<file path="src/rtl/gyro_pkg.sv">
// Shared widths, FSM state type and saturation helpers for the gyro rate integrator.
package gyro_pkg;

  localparam int AXIS_W = 16;
  localparam int CORR_W = 17;
  localparam int WIDE_W = 64;

  typedef enum logic [0:0] {
    CAL = 1'b0,
    RUN = 1'b1
  } state_e;

  // Clamp a wide signed value into the signed range of an acc_w-bit integrator.
  function automatic logic signed [WIDE_W-1:0] sat_acc(input logic signed [WIDE_W-1:0] v,
                                                       input int acc_w);
    logic signed [WIDE_W-1:0] hi;
    logic signed [WIDE_W-1:0] lo;
    hi = (64'sd1 <<< (acc_w - 1)) - 64'sd1;
    lo = -hi - 64'sd1;
    if (v > hi)      return hi;
    else if (v < lo) return lo;
    else             return v;
  endfunction

  function automatic logic signed [AXIS_W-1:0] sat16(input logic signed [WIDE_W-1:0] v);
    if (v > 64'sd32767)       return 16'sh7fff;
    else if (v < -64'sd32768) return 16'sh8000;
    else                      return v[AXIS_W-1:0];
  endfunction

endpackage

</file>
<file path="src/rtl/gyro_axis_channel.sv">
// One axis: calibration sum and bias, deadband stage, saturating integrator and angle register.
module gyro_axis_channel
  import gyro_pkg::*;
#(
  parameter int CALIB_LOG2 = 4,
  parameter int DEADBAND   = 8,
  parameter int ACC_W      = 32,
  parameter int SHIFT      = 4
) (
  input  logic                     clk,
  input  logic                     rst,
  input  logic signed [AXIS_W-1:0] i_data,
  input  logic                     i_accumulate_bias,
  input  logic                     i_latch_bias,
  input  logic                     i_run_sample,
  input  logic                     i_acc_update,
  input  logic                     i_clear_all,
  input  logic                     i_clear_acc,
  output logic signed [AXIS_W-1:0] o_angle
);

  localparam int SUM_W = AXIS_W + CALIB_LOG2;
  localparam logic signed [CORR_W-1:0] DB_HI = CORR_W'(DEADBAND);
  localparam logic signed [CORR_W-1:0] DB_LO = -DB_HI;

  logic signed [SUM_W-1:0]  r_sum;
  logic signed [AXIS_W-1:0] r_bias;
  logic signed [CORR_W-1:0] r_corr;
  logic signed [ACC_W-1:0]  r_acc;
  logic signed [AXIS_W-1:0] r_angle;

  logic signed [SUM_W-1:0]  w_sum_next;
  logic signed [CORR_W-1:0] w_corr_raw;
  logic signed [CORR_W-1:0] w_corr;
  logic signed [WIDE_W-1:0] w_acc_sum;
  logic signed [ACC_W-1:0]  w_acc_next;
  logic signed [WIDE_W-1:0] w_acc_next_wide;

  assign w_sum_next      = r_sum + SUM_W'(i_data);
  assign w_corr_raw      = CORR_W'(i_data) - CORR_W'(r_bias);
  assign w_corr          = ((w_corr_raw >= DB_LO) && (w_corr_raw <= DB_HI)) ? '0 : w_corr_raw;
  assign w_acc_sum       = WIDE_W'(r_acc) + WIDE_W'(r_corr);
  assign w_acc_next      = ACC_W'(sat_acc(w_acc_sum, ACC_W));
  assign w_acc_next_wide = WIDE_W'(w_acc_next);

  // NOTE: state registers use non-blocking assignments so every flop samples pre-edge values.
  always_ff @(posedge clk or posedge rst) begin
    if (rst) begin
      r_sum   <= '0;
      r_bias  <= '0;
      r_corr  <= '0;
      r_acc   <= '0;
      r_angle <= '0;
    end else if (i_clear_all) begin
      r_sum   <= '0;
      r_bias  <= '0;
      r_corr  <= '0;
      r_acc   <= '0;
      r_angle <= '0;
    end else begin
      if (i_accumulate_bias) r_sum <= w_sum_next;
      // The sum includes the final sample, so the bias is taken from the next-sum value.
      if (i_latch_bias)      r_bias <= AXIS_W'(w_sum_next >>> CALIB_LOG2);
      if (i_clear_acc) begin
        r_corr  <= '0;
        r_acc   <= '0;
        r_angle <= '0;
      end else begin
        if (i_run_sample) r_corr <= w_corr;
        if (i_acc_update) begin
          r_acc   <= w_acc_next;
          r_angle <= sat16(w_acc_next_wide >>> SHIFT);
        end
      end
    end
  end

  assign o_angle = r_angle;

endmodule

</file>
<file path="src/rtl/gyro_rate_integrator.sv">
// Top: calibration/run FSM, sample counter and valid pipeline driving three axis channels.
module gyro_rate_integrator
  import gyro_pkg::*;
#(
  parameter int CALIB_LOG2 = 4,
  parameter int DEADBAND   = 8,
  parameter int ACC_W      = 32,
  parameter int SHIFT      = 4
) (
  input  logic                     clk,
  input  logic                     rst,
  input  logic                     sample_valid,
  input  logic signed [AXIS_W-1:0] data_x,
  input  logic signed [AXIS_W-1:0] data_y,
  input  logic signed [AXIS_W-1:0] data_z,
  input  logic                     recal,
  input  logic                     zero,
  output logic                     calibrated,
  output logic                     out_valid,
  output logic signed [AXIS_W-1:0] angle_x,
  output logic signed [AXIS_W-1:0] angle_y,
  output logic signed [AXIS_W-1:0] angle_z
);

  state_e                r_state;
  logic [CALIB_LOG2-1:0] r_count;
  logic                  r_s1_valid;
  logic                  r_out_valid;

  logic w_clear_all;
  logic w_clear_acc;
  logic w_accumulate_bias;
  logic w_latch_bias;
  logic w_run_sample;
  logic w_acc_update;

  // recal dominates zero and any coincident sample; zero only matters once running.
  assign w_clear_all       = recal;
  assign w_clear_acc       = zero && (r_state == RUN);
  assign w_accumulate_bias = sample_valid && (r_state == CAL) && !w_clear_all;
  assign w_latch_bias      = w_accumulate_bias && (r_count == '1);
  assign w_run_sample      = sample_valid && (r_state == RUN) && !w_clear_all && !w_clear_acc;
  assign w_acc_update      = r_s1_valid && !w_clear_all && !w_clear_acc;

  always_ff @(posedge clk or posedge rst) begin
    if (rst) begin
      r_state     <= CAL;
      r_count     <= '0;
      r_s1_valid  <= 1'b0;
      r_out_valid <= 1'b0;
    end else begin
      r_s1_valid  <= w_run_sample;
      r_out_valid <= w_acc_update;
      if (w_clear_all) begin
        r_state <= CAL;
        r_count <= '0;
      end else if (w_accumulate_bias) begin
        r_count <= r_count + 1'b1;
        if (w_latch_bias) r_state <= RUN;
      end
    end
  end

  assign calibrated = (r_state == RUN);
  assign out_valid  = r_out_valid;

  gyro_axis_channel #(
    .CALIB_LOG2(CALIB_LOG2), .DEADBAND(DEADBAND), .ACC_W(ACC_W), .SHIFT(SHIFT)
  ) u_ch_x (
    .clk(clk), .rst(rst), .i_data(data_x),
    .i_accumulate_bias(w_accumulate_bias), .i_latch_bias(w_latch_bias),
    .i_run_sample(w_run_sample), .i_acc_update(w_acc_update),
    .i_clear_all(w_clear_all), .i_clear_acc(w_clear_acc), .o_angle(angle_x)
  );

  gyro_axis_channel #(
    .CALIB_LOG2(CALIB_LOG2), .DEADBAND(DEADBAND), .ACC_W(ACC_W), .SHIFT(SHIFT)
  ) u_ch_y (
    .clk(clk), .rst(rst), .i_data(data_y),
    .i_accumulate_bias(w_accumulate_bias), .i_latch_bias(w_latch_bias),
    .i_run_sample(w_run_sample), .i_acc_update(w_acc_update),
    .i_clear_all(w_clear_all), .i_clear_acc(w_clear_acc), .o_angle(angle_y)
  );

  gyro_axis_channel #(
    .CALIB_LOG2(CALIB_LOG2), .DEADBAND(DEADBAND), .ACC_W(ACC_W), .SHIFT(SHIFT)
  ) u_ch_z (
    .clk(clk), .rst(rst), .i_data(data_z),
    .i_accumulate_bias(w_accumulate_bias), .i_latch_bias(w_latch_bias),
    .i_run_sample(w_run_sample), .i_acc_update(w_acc_update),
    .i_clear_all(w_clear_all), .i_clear_acc(w_clear_acc), .o_angle(angle_z)
  );

endmodule

</file>
<file path="config.mk">
export PLATFORM = sky130hd
export DESIGN_NAME = gyro_rate_integrator
export DESIGN_NICKNAME = d
export VERILOG_FILES = /design/src/rtl/gyro_pkg.sv /design/src/rtl/gyro_axis_channel.sv /design/src/rtl/gyro_rate_integrator.sv
export SDC_FILE = /design/constraint.sdc
export NUM_CORES = 1
export LEC_CHECK = 0
export ABC_AREA = 1
export BUFFER_PORTS_ARGS = -buffer_cell sky130_fd_sc_hd__buf_4
export CORE_AREA = 2 2 256 258
export DETAILED_ROUTE_END_ITERATION = 8
export DIE_AREA = 0 0 258 260
export PLACE_DENSITY = 0.54
export RECOVER_POWER = 25
export SETUP_SLACK_MARGIN = 0.05
export SYNTH_ARGS = -nofsm -noshare
export SYNTH_HDL_FRONTEND = slang
export SYNTH_SLANG_ARGS = --single-unit
</file>
<file path="constraint.sdc">
create_clock -name clk -period 11.3 [get_ports clk]
set_clock_uncertainty 0.05 [all_clocks]
set_input_delay 0.565 -clock clk [delete_from_list [all_inputs] [get_ports clk]]
set_output_delay 0.565 -clock clk [all_outputs]
set_load 0.1 [all_outputs]
</file>
==> run_results.csv <==
group,metric,value,unit
synthesis,yosys_register_bits,310,
sta,drv_slew,233,
synthesis,synth_edf_count,0,
synthesis,synthXorXnorAreaFrac,3.32,%
clock_tree,cts_setup_buffers,0,
sta,fin_crit,5.27,ns
flow_run,drv_cap,4,
placed_design,place_hpwl,56.1,mm
global_routing,grt_pass1_wl,121,mm
global_routing,antenna_found_initial,0,
cells_and_area,diodes,0,
route,first_pass_iters,6,
floorplan,start_util,39.9,%
synthesis,yosys.area_share.adder,10.6,%
critical_path,path_cells,"clkbuf_1 > inv_1 > nand2_1 > inv_1 > nand3_2 > inv_1 > nor2_4 > o21ai_0",
clock_tree,h-tree-depth,2,
synthesis,synth_warnings,0,
sta,slew_headroom,-158,%
synthesis,syn_area,25600,um2
global_routing,overflow,0,
floorplan,fp.dieW,258,um
critical_path,cp_slowest_cell,"clkbuf_1",
floorplan,num_io_pins,103,
sta,hold_viol_final,0,
cells_and_area,multi_input_area,15800,um2
route,dr_total_vias,23800,
route,viasPerCell,4.99,
critical_path,r2r-start,"u_ch_z.r_corr[16]",
floorplan,core-area,64100,um2
worst_hold_path,hp-class,"input pin to flip-flop",
route,final_antenna_net_count,0,
cells_and_area,fin_nets,4140,
cells_and_area,areaGrowthSynthToFinish,11.2,%
critical_path,arrival,5.65,ns
critical_path,cpMostUsedCell,"inv_1",
route,drt-total-wl,72.3,mm
synthesis,synth_flop_cell,"dfrtp_1",
sta,tightest_slew,3.85,ns
synthesis,ys_seq_area_share,30.3,%
route,drcViolationCount,0,
critical_path,crit_fanout,52,
worst_hold_path,hold_start,"data_y[0]",
clock_tree,cts_buffers,41,
critical_path,required,11.68,ns
cells_and_area,regArea,7760,um2
synthesis,synth-compound-area-share,13.5,%
power,power_density,141,nW/um2
synthesis,synthesis.nets,4073,
clock_tree,root_buffer,"clkbuf_16",
critical_path,crit_path_max_incr_delay,1.52,ns
cells_and_area,nFillCells,6767,
global_routing,grt_use_total,21.9,%
route,drt-initial-drc-count,1440,
global_routing,grt_max_degree,91,
critical_path,critPathTopFamily,"buffers and inverters",
clock_tree,worstSkewPairLatency,0.59,ns
sta,rsz0062_at_grt,"false",
clock_tree,cts_resized,0,
critical_path,reg2reg_setup_slack,7.42,ns
sta,timing.fmax,0.190,GHz
placed_design,routabilityCongestion,0.892,
clock_tree,cts_buffer_depth,3,
synthesis,synth_top_cell_area_share,30.3,%
critical_path,cp-start-kind,"input pin",
clock_tree,hold_buffers,0,
critical_path,worst-r2r-cell-count,16,
outcome,outcome,"finished with violations",
placed_design,port_buffers,102,
outcome,violations,"capacitance limit, slew limit",
synthesis,synth_area_per_cell,6.72,um2
worst_hold_path,worstHoldPathCells,3,
critical_path,r2r-end,"u_ch_z.o_angle[11]",
worst_hold_path,hold_end,"u_ch_y.r_sum[0]",
synthesis,synth_cells,3809,
route,post_drt_wl_per_cell,15.2,um
clock_tree,tritoncts,"yes",
critical_path,crit_buf_inv,4,
critical_path,setup.worst_path.end_class,"flip-flop",
synthesis,synth_top_family_by_area,"simple AND/OR/NAND/NOR gates",
cells_and_area,layout-drive-gt1-share,8.76,%
clock_tree,clock_sinks,310,
synthesis,yosysTopAreaCell,"dfrtp_1",
critical_path,worstSetupPathType,"input pin to flip-flop",
synthesis,synthTopCellsByArea,"dfrtp_1 (30%), nand2_1 (19%), ha_1 (9.9%)",
sta,min_period_over_period,46.6,%
power,leakagePower,15.2,nW
sta,finalSetupViolations,0,
sta,tns,0,ns
synthesis,yosys.area_share.simple,34.4,%
floorplan,die_area,67100,um2
synthesis,async_flop_share,100,%
floorplan,die_h,260,um
global_routing,grt_pass1_vias,22900,
clock_tree,clkTransAtPathRegs,0.06,ns
power,vdd_ir_drop_max,0.108,mV
synthesis,ys_types,53,
synthesis,synthMuxAreaShare,0,%
floorplan,core.rowCount,93,
power,total_power,0.00402,W
## cell usage in the layout, fill, tap and decap left out, drive strengths merged, types with 12 or more instances in the layout
cell	instances
xnor2	54
nand3	232
a22o	19
buf	108
a21o	14
a31oi	12
nor3	36
dfrtp	310
nor2	383
o21ai	262
clkbuf	56
xor2	43
inv	416
nand4	41
ha	202
nand2	1332
a21oi	258
o21bai	29
## worst max-delay path by stage
stage	startpoint	to	depth (start not counted)
6_report	recal	u_ch_x.r_corr[16]	8
5_1_grt	rst	u_ch_z.r_sum[18]	3
4_1_cts	u_ch_z.r_corr[16]	u_ch_z.o_angle[11]	16
3_5_place_dp	recal	u_ch_x.r_corr[16]	8
3_3_place_gp	recal	u_ch_x.r_corr[16]	8
2_1_floorplan	rst	calibrated	1
## final cells by class
type	count	share of cell area, %
clock inverter	18	0.831
tap	855	3.76
inverter	416	5.49
multi-input combinational	2995	55.7
timing repair buffer	112	2.92
clock buffer	52	4.03
sequential	310	27.3
## sequential cells by signal (all words and copies together), names as in the netlist, 4 cells and up
name / count
u_ch_x.r_acc: 32
u_ch_y.r_acc: 32
u_ch_z.r_acc: 32
u_ch_x.r_sum: 20
u_ch_y.r_sum: 20
u_ch_z.r_sum: 20
u_ch_x.r_corr: 17
u_ch_y.r_corr: 17
u_ch_z.r_corr: 17
u_ch_x.o_angle: 16
u_ch_x.r_bias: 16
u_ch_y.o_angle: 16
u_ch_y.r_bias: 16
u_ch_z.o_angle: 16
u_ch_z.r_bias: 16
r_count: 4
## synthesized netlist by cell type, types with 11 or more instances
| cell type | number |
|---|---|
| nand3_2 | 40 |
| xnor2_1 | 54 |
| o21ai_0 | 253 |
| inv_2 | 14 |
| a22o_1 | 19 |
| a31oi_1 | 12 |
| a21o_1 | 14 |
| nor2_2 | 13 |
| nand2_1 | 1265 |
| clkbuf_1 | 60 |
| nor2_1 | 370 |
| nand2_2 | 53 |
| ha_1 | 202 |
| dfrtp_1 | 310 |
| nand3_1 | 190 |
| o211ai_1 | 11 |
| o21bai_1 | 29 |
| nand2_4 | 14 |
| nor3_1 | 33 |
| nand4_1 | 41 |
| a21oi_1 | 251 |
| xor2_1 | 43 |
| inv_1 | 401 |
## where the power goes
group,switching (W),internal (W),total (W)
Clock,0.000540,0.000793,0.00133
Sequential,0.0000661,0.00121,0.00128
Combinational,0.000938,0.000473,0.00141
Total,0.00154,0.00248,0.00402
## per-stage QoR
stage	worst slack, ns	area [um2]	instances	util [%]	hold WS [ns]
detailed placement	7.03	27100	4688	42.2	0.422
global placement	7.08	27100	4688	42.2	0.414
CTS	7.41	28500	4758	44.4	0.0134
floorplan	2.11	25600	3809	-	0.384
finish	6.03	28400	4758	44.4	0.282
global route	4.92	28400	4758	44.4	0.271
## kinds of logic (layout without fill, tap and decap cells)
| kind of cell | count (synthesis) | count (layout) |
|---|---|---|
| and+or+nand+nor | 2060 | 2060 |
| DFF | 310 | 310 |
| buffers and inverters | 504 | 598 |
| xor gates and xnor gates | 97 | 97 |
| AOI/OAI and AO/OA | 627 | 627 |
| adders and majority gates | 211 | 211 |
## worst reg2reg max path: stages (launching register included)
cell,delay (ns)
dfrtp_1,0.87
ha_1,0.46
a21oi_1,0.27
nand2_1,0.11
nand2_1,0.07
nand2_1,0.07
a21oi_1,0.17
nand2_1,0.07
nand2_1,0.09
nand2_4,0.09
nand2_4,0.32
inv_1,0.13
a21oi_1,0.17
nor2_1,0.07
nand2_1,0.07
nand3_2,0.43
nand3_1,0.26
## layer usage
metal / routed length, um / GRT usage (%) / vias up / share of wire [%]
li1: - / - / 12500 / -
met1: 36500 / 31.5 / 10800 / 50
met2: 32000 / 35.0 / 371 / 44
met3: 2500 / 2.56 / 84 / 3.5
met4: 1360 / 5.28 / 0 / 1.9
met5: 0 / 0 / - / 0
(Power assumes the default switching activity.)
